<file path="config.mk">
export PLATFORM = sky130hd
export DESIGN_NAME = inst_reload_ctrl
export DESIGN_NICKNAME = d
export VERILOG_FILES = /design/src/rtl/inst_reload_ctrl_pkg.sv /design/src/rtl/inst_reload_ctrl.sv
export SDC_FILE = /design/constraint.sdc
export NUM_CORES = 1
export LEC_CHECK = 0
export ABC_CLOCK_PERIOD_IN_PS = 2000
export CELL_PAD_IN_SITES_DETAIL_PLACEMENT = 1
export CELL_PAD_IN_SITES_GLOBAL_PLACEMENT = 1
export CORE_MARGIN = 4
export CORE_UTILIZATION = 37
export CTS_CLUSTER_DIAMETER = 50
export DETAILED_ROUTE_END_ITERATION = 10
export GPL_TIMING_DRIVEN = 1
export PLACE_DENSITY = 0.76
export SKIP_CTS_REPAIR_TIMING = 1
export SLEW_MARGIN = 10
export SYNTH_ARGS = -nofsm -noshare
export SYNTH_HDL_FRONTEND = slang
export SYNTH_SLANG_ARGS = --single-unit
</file>
<file path="constraint.sdc">
create_clock -name clk -period 2 [get_ports clk]
set_input_delay 0.6 -clock clk [delete_from_list [all_inputs] [get_ports clk]]
set_output_delay 0.6 -clock clk [all_outputs]
set_load 0.005 [all_outputs]
</file>
<file path="src/rtl/inst_reload_ctrl_pkg.sv">
// Shared definitions for the SERIAL_CPU_8BIT instruction reload controller:
// FSM encoding, reload area default and nxt bit positions.
package inst_reload_ctrl_pkg;

    typedef enum logic [2:0] {
        ST_IDLE  = 3'd0,
        ST_RUN   = 3'd1,
        ST_LOAD  = 3'd2,
        ST_PAD   = 3'd3,
        ST_START = 3'd4,
        ST_HALT  = 3'd5,
        ST_ERR   = 3'd6
    } state_t;

    localparam int DEFAULT_PC_ADDR   = 250;
    localparam int BASE_ADDR_DEFAULT = DEFAULT_PC_ADDR * 2;
    localparam int NXT_RELOAD        = 1;
    localparam int NXT_HALT          = 0;

    // Reload counter stops at 255 instead of wrapping back to zero.
    function automatic logic [7:0] sat_inc8(input logic [7:0] v);
        return (v == 8'hFF) ? v : v + 8'h01;
    endfunction

endpackage

</file>
<file path="src/rtl/inst_reload_ctrl.sv">
// Responder for the CPU nxt/start handshake: launches the CPU, reloads the
// instruction area from a host byte stream on request, and parks on HALT.
module inst_reload_ctrl
    import inst_reload_ctrl_pkg::*;
#(
    parameter int ADDR_W    = 9,
    parameter int BASE_ADDR = BASE_ADDR_DEFAULT,
    parameter int MAX_BYTES = 64
) (
    input  logic              clk,
    input  logic              rst,
    input  logic              go,
    input  logic [1:0]        nxt,
    input  logic              s_valid,
    input  logic [7:0]        s_data,
    input  logic              s_last,
    output logic              s_ready,
    output logic              mem_grant,
    output logic              mem_we,
    output logic [ADDR_W-1:0] mem_addr,
    output logic [7:0]        mem_wdata,
    output logic              cpu_start,
    output logic              halted,
    output logic              err,
    output logic [7:0]        reload_cnt
);

    localparam logic [ADDR_W-1:0] BASE_A   = ADDR_W'(BASE_ADDR);
    localparam logic [ADDR_W-1:0] LAST_CNT = ADDR_W'(MAX_BYTES - 1);

    state_t            state_r;
    logic [ADDR_W-1:0] cnt_r;
    logic              rearm_r;
    logic              hs_s;

    assign hs_s = s_valid && s_ready;

    // FSM, byte counter and all registered outputs; write strobe and start are one-cycle pulses.
    always_ff @(posedge clk) begin
        if (rst) begin
            state_r    <= ST_IDLE;
            cnt_r      <= {ADDR_W{1'b0}};
            rearm_r    <= 1'b0;
            s_ready    <= 1'b0;
            mem_grant  <= 1'b0;
            mem_we     <= 1'b0;
            mem_addr   <= {ADDR_W{1'b0}};
            mem_wdata  <= 8'h00;
            cpu_start  <= 1'b0;
            halted     <= 1'b0;
            err        <= 1'b0;
            reload_cnt <= 8'h00;
        end else begin
            mem_we    <= 1'b0;
            cpu_start <= 1'b0;
            case (state_r)
                ST_IDLE: begin
                    if (go) begin
                        state_r   <= ST_START;
                        cpu_start <= 1'b1;
                    end else begin
                        state_r <= ST_IDLE;
                    end
                end
                ST_START: begin
                    state_r <= ST_RUN;
                    rearm_r <= 1'b0;
                end
                ST_RUN: begin
                    // nxt is still stale from the previous program until it reads 00 once.
                    if (!rearm_r) begin
                        if (nxt == 2'b00) begin
                            rearm_r <= 1'b1;
                        end else begin
                            rearm_r <= 1'b0;
                        end
                    end else if (nxt[NXT_HALT]) begin
                        state_r <= ST_HALT;
                        halted  <= 1'b1;
                    end else if (nxt[NXT_RELOAD]) begin
                        state_r   <= ST_LOAD;
                        cnt_r     <= {ADDR_W{1'b0}};
                        mem_grant <= 1'b1;
                        s_ready   <= 1'b1;
                    end else begin
                        state_r <= ST_RUN;
                    end
                end
                ST_LOAD: begin
                    if (hs_s) begin
                        mem_we    <= 1'b1;
                        mem_addr  <= BASE_A + cnt_r;
                        mem_wdata <= s_data;
                        cnt_r     <= cnt_r + {{(ADDR_W-1){1'b0}}, 1'b1};
                        if (s_last && !cnt_r[0]) begin
                            state_r <= ST_PAD;
                            s_ready <= 1'b0;
                        end else if (s_last) begin
                            state_r    <= ST_START;
                            cpu_start  <= 1'b1;
                            mem_grant  <= 1'b0;
                            s_ready    <= 1'b0;
                            reload_cnt <= sat_inc8(reload_cnt);
                        end else if (cnt_r == LAST_CNT) begin
                            state_r   <= ST_ERR;
                            err       <= 1'b1;
                            mem_grant <= 1'b0;
                            s_ready   <= 1'b0;
                        end else begin
                            state_r <= ST_LOAD;
                        end
                    end else begin
                        state_r <= ST_LOAD;
                    end
                end
                ST_PAD: begin
                    // Odd-length block: complete the final 16-bit word with a zero high byte.
                    mem_we     <= 1'b1;
                    mem_addr   <= BASE_A + cnt_r;
                    mem_wdata  <= 8'h00;
                    state_r    <= ST_START;
                    cpu_start  <= 1'b1;
                    mem_grant  <= 1'b0;
                    reload_cnt <= sat_inc8(reload_cnt);
                end
                ST_HALT: begin
                    state_r <= ST_HALT;
                end
                ST_ERR: begin
                    state_r <= ST_ERR;
                end
                default: begin
                    state_r   <= ST_IDLE;
                    mem_grant <= 1'b0;
                    s_ready   <= 1'b0;
                end
            endcase
        end
    end

endmodule

</file>
# After elaboration in Yosys (flattened, before gate mapping)
# Cells that the tools add are included.
[op_classes]
add_sub_neg = 3
eq_ne = 16
muxes = 44
n_bitwise = 4
reduce_logical = 17
[ops]
columns = ["operator", "n"]
rows = [
  ["9-bit two-way mux", 5],
  ["8-bit two-way mux", 5],
  ["9-bit case mux with 2 select lines", 2],
  ["8-bit case mux with 2 select lines", 2],
  ["3-bit two-way mux", 7],
  ["3-bit case mux with 7 select lines", 1],
  ["1-bit two-way mux", 16],
  ["2-bit inequality test, second input constant", 6],
  ["5-bit AND reduction", 2],
  ["9-bit by 1-bit adder with 9-bit output, second input constant", 1],
  ["9-bit adder, first input constant", 1],
  ["3-bit equality test, second input constant", 3],
  ["9-bit by 6-bit equality test with 1-bit output, second input constant", 1],
  ["1-bit case mux with 3 select lines", 3],
  ["8-bit by 1-bit adder with 8-bit output, second input constant", 1],
  ["8-bit equality test, second input constant", 1],
  ["7-bit AND reduction", 1],
  ["3-bit by 2-bit equality test with 1-bit output, second input constant", 2],
  ["6-bit AND reduction", 1],
  ["2-bit nonzero test", 3],
  ["5-bit OR reduction", 1],
  ["4-bit inequality test, second input constant", 1],
  ["1-bit NOT", 4],
  ["1-bit case mux with 2 select lines", 2],
  ["other kinds (11)", 12],
]
[totals]
register_bits = 44
inputBits = 15
out_inout_bits = 31
wordCells = 96

# Longest topological paths before layout
[logic_depth]
ltp_word = 6
depth_mapped = 6

# Worst setup path after synthesis
# Ideal clock, no wire load.
[synth_path]
path_kind = "input port to flip-flop"
from = "input nxt[0]"
to = "register cnt_r[8]"
setup_ps = 70
arrival_ps = 1650
path_slack_ps = 280
stages = 4
cell_sequence = "nor4b_4 -> a32oi_2 -> or4_1 -> a21oi_1"
[synth_via]
elab_chain_len = 2
[synth_rtl]
columns = ["element", "line", "source"]
rows = [
  ["from (decl)", "inst_reload_ctrl.sv:13", "input logic [1:0] nxt,"],
  ["2-bit inequality test (no source line)", "-", ""],
  ["5-bit AND reduction (no source line)", "-", ""],
  ["to (signal assigned)", "inst_reload_ctrl.sv:42", "cnt_r <= {ADDR_W{1'b0}};"],
  ["to (signal assigned)", "inst_reload_ctrl.sv:82", "cnt_r <= {ADDR_W{1'b0}};"],
  ["to (signal assigned)", "inst_reload_ctrl.sv:94", "cnt_r <= cnt_r + {{(ADDR_W-1){1'b0}}, 1'b1};"],
  ["to (decl)", "inst_reload_ctrl.sv:32", "logic [ADDR_W-1:0] cnt_r;"],
]
# Every way passes these cells.
# A chain may end at the register's enable or synchronous reset.

# Final worst setup path
[layout_path]
from = "input s_valid"
to = "register reload_cnt[3]"
[layout_via]
elab_chain_len = 3
[layout_rtl]
columns = ["element", "line", "source"]
rows = [
  ["from (decl)", "inst_reload_ctrl.sv:14", "input logic s_valid,"],
  ["1-bit logical AND", "inst_reload_ctrl.sv:36", "assign hs_s = s_valid && s_ready;"],
  ["2-bit inequality test (no source line)", "-", ""],
  ["4-bit AND reduction (no source line)", "-", ""],
  ["to (signal assigned)", "inst_reload_ctrl.sv:103", "reload_cnt <= sat_inc8(reload_cnt);"],
  ["to (signal assigned)", "inst_reload_ctrl.sv:124", "reload_cnt <= sat_inc8(reload_cnt);"],
  ["to (decl)", "inst_reload_ctrl.sv:25", "output logic [7:0] reload_cnt"],
]
# Every way passes these cells.

==> key figures <==
Outcome
  – Run status: finished, final reports clean

Global routing
  – Global-route wire length before repair: 9880 um
  – Antenna violations before repair: 0
  – Pin count of the biggest net entering global routing: 27
  – Aggregate global-route resource usage: 0.171
  – Vias in the first global route: 2047
  – GRT Residual Overflow: 0

STA
  – Fin crit share: 0.990
  – Fmax: 505 MHz
  – Fin Hold WS: 0.474 ns
  – Final setup vio count: 0
  – Max Slew Vio Count: 0
  – Worst rel slew slack: 0.704
  – Tmin final: 1.98 ns
  – Final Hold Fails: 0
  – Clock skew: 0.00594 ns
  – Worst-Margin Slew: 0.441 ns
  – Post-route setup slack: 0.0197 ns

Drt
  – WL/cell: 15.9 um
  – Via density per instance: 5.43
  – Pre-antenna DRT Iters: 4
  – Post-Route WL: 5960 um
  – DRT iter0 DRCs: 44
  – Vias: 2042
  – # DRC: 0
  – ANT nets after route: 0

Floorplan
  – Starting Density: 0.393
  – IO Count: 46
  – Site Rows: 26
  – DIE HEIGHT: 82.9 um
  – Die width: 82.9 um
  – Total die area: 6860 um^2
  – Core area: 5270 um^2

Clock tree
  – Clk slew on worst S/H paths: 0.08 ns
  – Clock Path Buffers: 2
  – Skew-Pair Late Insertion Delay: 0.30 ns
  – CTS tree: yes
  – CTS buffer count: 5
  – Sink Count: 44
  – Root buffer cell: clkbuf_8
  – H-tree Lvls: 2

Layout
  – Fill count: 641
  – Leading cell type in the layout, fill and taps excluded: clkdlybuf4s50_1
  – Area added between synthesis and finish: 41.0%
  – Fin nets: 323
  – Most frequent cells in the layout: clkdlybuf4s50_1, dfxtp_1, buf_4, a21oi_1, nor2_1
  – Share of cells above drive strength 1: 0.183
  – N_diodes: 0
  – Final non-filler cell total: 376
  – Final instance area: 2920 um^2

Worst setup path
  – Crit Path Max Fanout: 6
  – CP arrival: 2.17 ns
  – Flop-to-flop setup slack: 0.15 ns
  – CP endpoint kind: flop
  – Setup crit start kind: primary input
  – Worst Path Required: 2.19 ns
  – Setup CP Type: primary input to flop

Logic synthesis
  – Yosys reg bits: 44
  – Number of synthesis warnings: 0
  – Mapped Cells: 242
  – Register area share after synthesis: 0.425
  – Synthesized Nets: 260
  – Synth unique cells: 49
  – Avg Inst Size Synth: 8.57 um^2
  – Synth Cell Area: 2070 um^2

Hold path
  – Hold crit path type: flop to flop

Power and ir drop
  – Worst VDD drop: 0.000354 V
  – Final Power: 1.69 mW
  – Pwr Density: 578 nW/um^2
  – P_leak: 1.04 nW

Place
  – Setup WS pre-CTS: -0.367 ns
  – Placed cells: 366
  – DP HPWL: 4280 um
  – Buffers on Ports: 45
  – Cell Area, Placed: 2740 um^2
  – GP Congestion: 0.782

Run
  – Number of max-cap violations: 0
==> worst max-delay path, stage by stage <==
cell,delay [ns]
clkdlybuf4s50_1,0.52
a41o_1,0.24
nand2_2,0.11
nor4b_1,0.33
mux2_1,0.37
==> per-stage QoR <==
stage | TNS [ns] | utilization
finish | 0 | 0.555
global route | -0.210 | 0.555
CTS | -0.244 | 0.538
detailed placement | -7.96 | 0.520
global placement | -6.18 | 0.520
floorplan | 0 | -
==> area by class of cell <==
class | count | area, um^2 | share of cell area
multi-input combinational | 175 | 1150 | 0.395
clock buffer | 6 | 82.6 | 0.0283
tap | 70 | 87.6 | 0.0300
sequential | 44 | 883 | 0.302
inverter | 6 | 22.5 | 0.00771
timing repair buffer | 73 | 682 | 0.233
clock inverter | 2 | 10.0 | 0.00342
==> power breakdown <==
| group | switching [mW] | total (mW) | leakage [nW] | internal (mW) |
|---|---|---|---|---|
| Clock | 0.304 | 0.580 | 0.0510 | 0.276 |
| Sequential | 0.0251 | 0.914 | 0.356 | 0.889 |
| Combinational | 0.0895 | 0.193 | 0.636 | 0.104 |
| Total | 0.419 | 1.69 | 1.04 | 1.27 |
==> registers in the layout, summed over array words and instances (netlist names), 3 cells and up <==
| register | cells |
|---|---|
| mem_addr | 9 |
| cnt_r | 9 |
| state_r | 3 |
| mem_wdata | 8 |
| reload_cnt | 8 |
==> final timing paths <==
kind | from | end | cells after the start
worst max-delay path | s_valid | reload_cnt[3]$_SDFFE_PP0P_ | 5
worst min-delay path | mem_wdata[7]$_SDFFE_PP0P_ | mem_wdata[7]$_SDFFE_PP0P_ | 2
worst max register to register | cnt_r[2]$_SDFFE_PP0P_ | cnt_r[8]$_SDFFE_PP0P_ | 4
worst min register to register | mem_wdata[7]$_SDFFE_PP0P_ | mem_wdata[7]$_SDFFE_PP0P_ | 2
==> cell families after synthesis <==
| logic type | share of synthesized area |
|---|---|
| XOR/XNOR | 0.0253 |
| adder cells (fa/ha/maj) | 0.0181 |
| AND/OR/NAND/NOR | 0.256 |
| buffers and inverters | 0.0489 |
| AO/OA/AOI/OAI | 0.192 |
| flip-flops | 0.425 |
| multiplexers | 0.0350 |
==> synth_stat cells (all sizes together) <==
| library cell | number | area [um^2] |
|---|---|---|
| dfxtp | 44 | 881 |
| a21oi | 27 | 135 |
| nor2 | 22 | 82.6 |
| nand3 | 20 | 100 |
| o21ai | 16 | 83.8 |
| clkbuf | 12 | 45.0 |
| nand2 | 12 | 45.0 |
| or3 | 12 | 75.1 |
| a211oi | 6 | 45.0 |
| inv | 6 | 22.5 |
| buf | 5 | 33.8 |
| mux2i | 5 | 50.1 |
| nand4 | 4 | 25.0 |
| nor2b | 4 | 25.0 |
| or4 | 4 | 30.0 |
| xnor2 | 4 | 35.0 |
| ha | 3 | 37.5 |
| nor3 | 3 | 20.0 |
| a31oi | 2 | 12.5 |
| and4 | 2 | 17.5 |
| mux2 | 2 | 22.5 |
| nand3b | 2 | 15.0 |
| nor4 | 2 | 12.5 |
| nor4b | 2 | 32.5 |
| o31ai | 2 | 15.0 |
| o41ai | 2 | 17.5 |
| or2 | 2 | 12.5 |
| xor2 | 2 | 17.5 |
| a21o | 1 | 7.51 |
| a221oi | 1 | 8.76 |
| a22oi | 1 | 7.51 |
| a32oi | 1 | 16.3 |
| a41o | 1 | 10.0 |
| a41oi | 1 | 8.76 |
| and3 | 1 | 6.26 |
| and4bb | 1 | 12.5 |
| nand4bb | 1 | 11.3 |
| nor3b | 1 | 7.51 |
| o2111ai | 1 | 8.76 |
| o211a | 1 | 10.0 |
| o221a | 1 | 11.3 |
==> per-layer routing <==
metal / share of wire / vias to the layer above / track usage
met5: 0 / - / 0
li1: - / 1012 / -
met1: 0.45 / 989 / 0.214
met3: 0.029 / 7 / 0.0356
met4: 0.013 / 0 / 0.0490
met2: 0.51 / 34 / 0.297
Power figures use the tool's default switching activity.
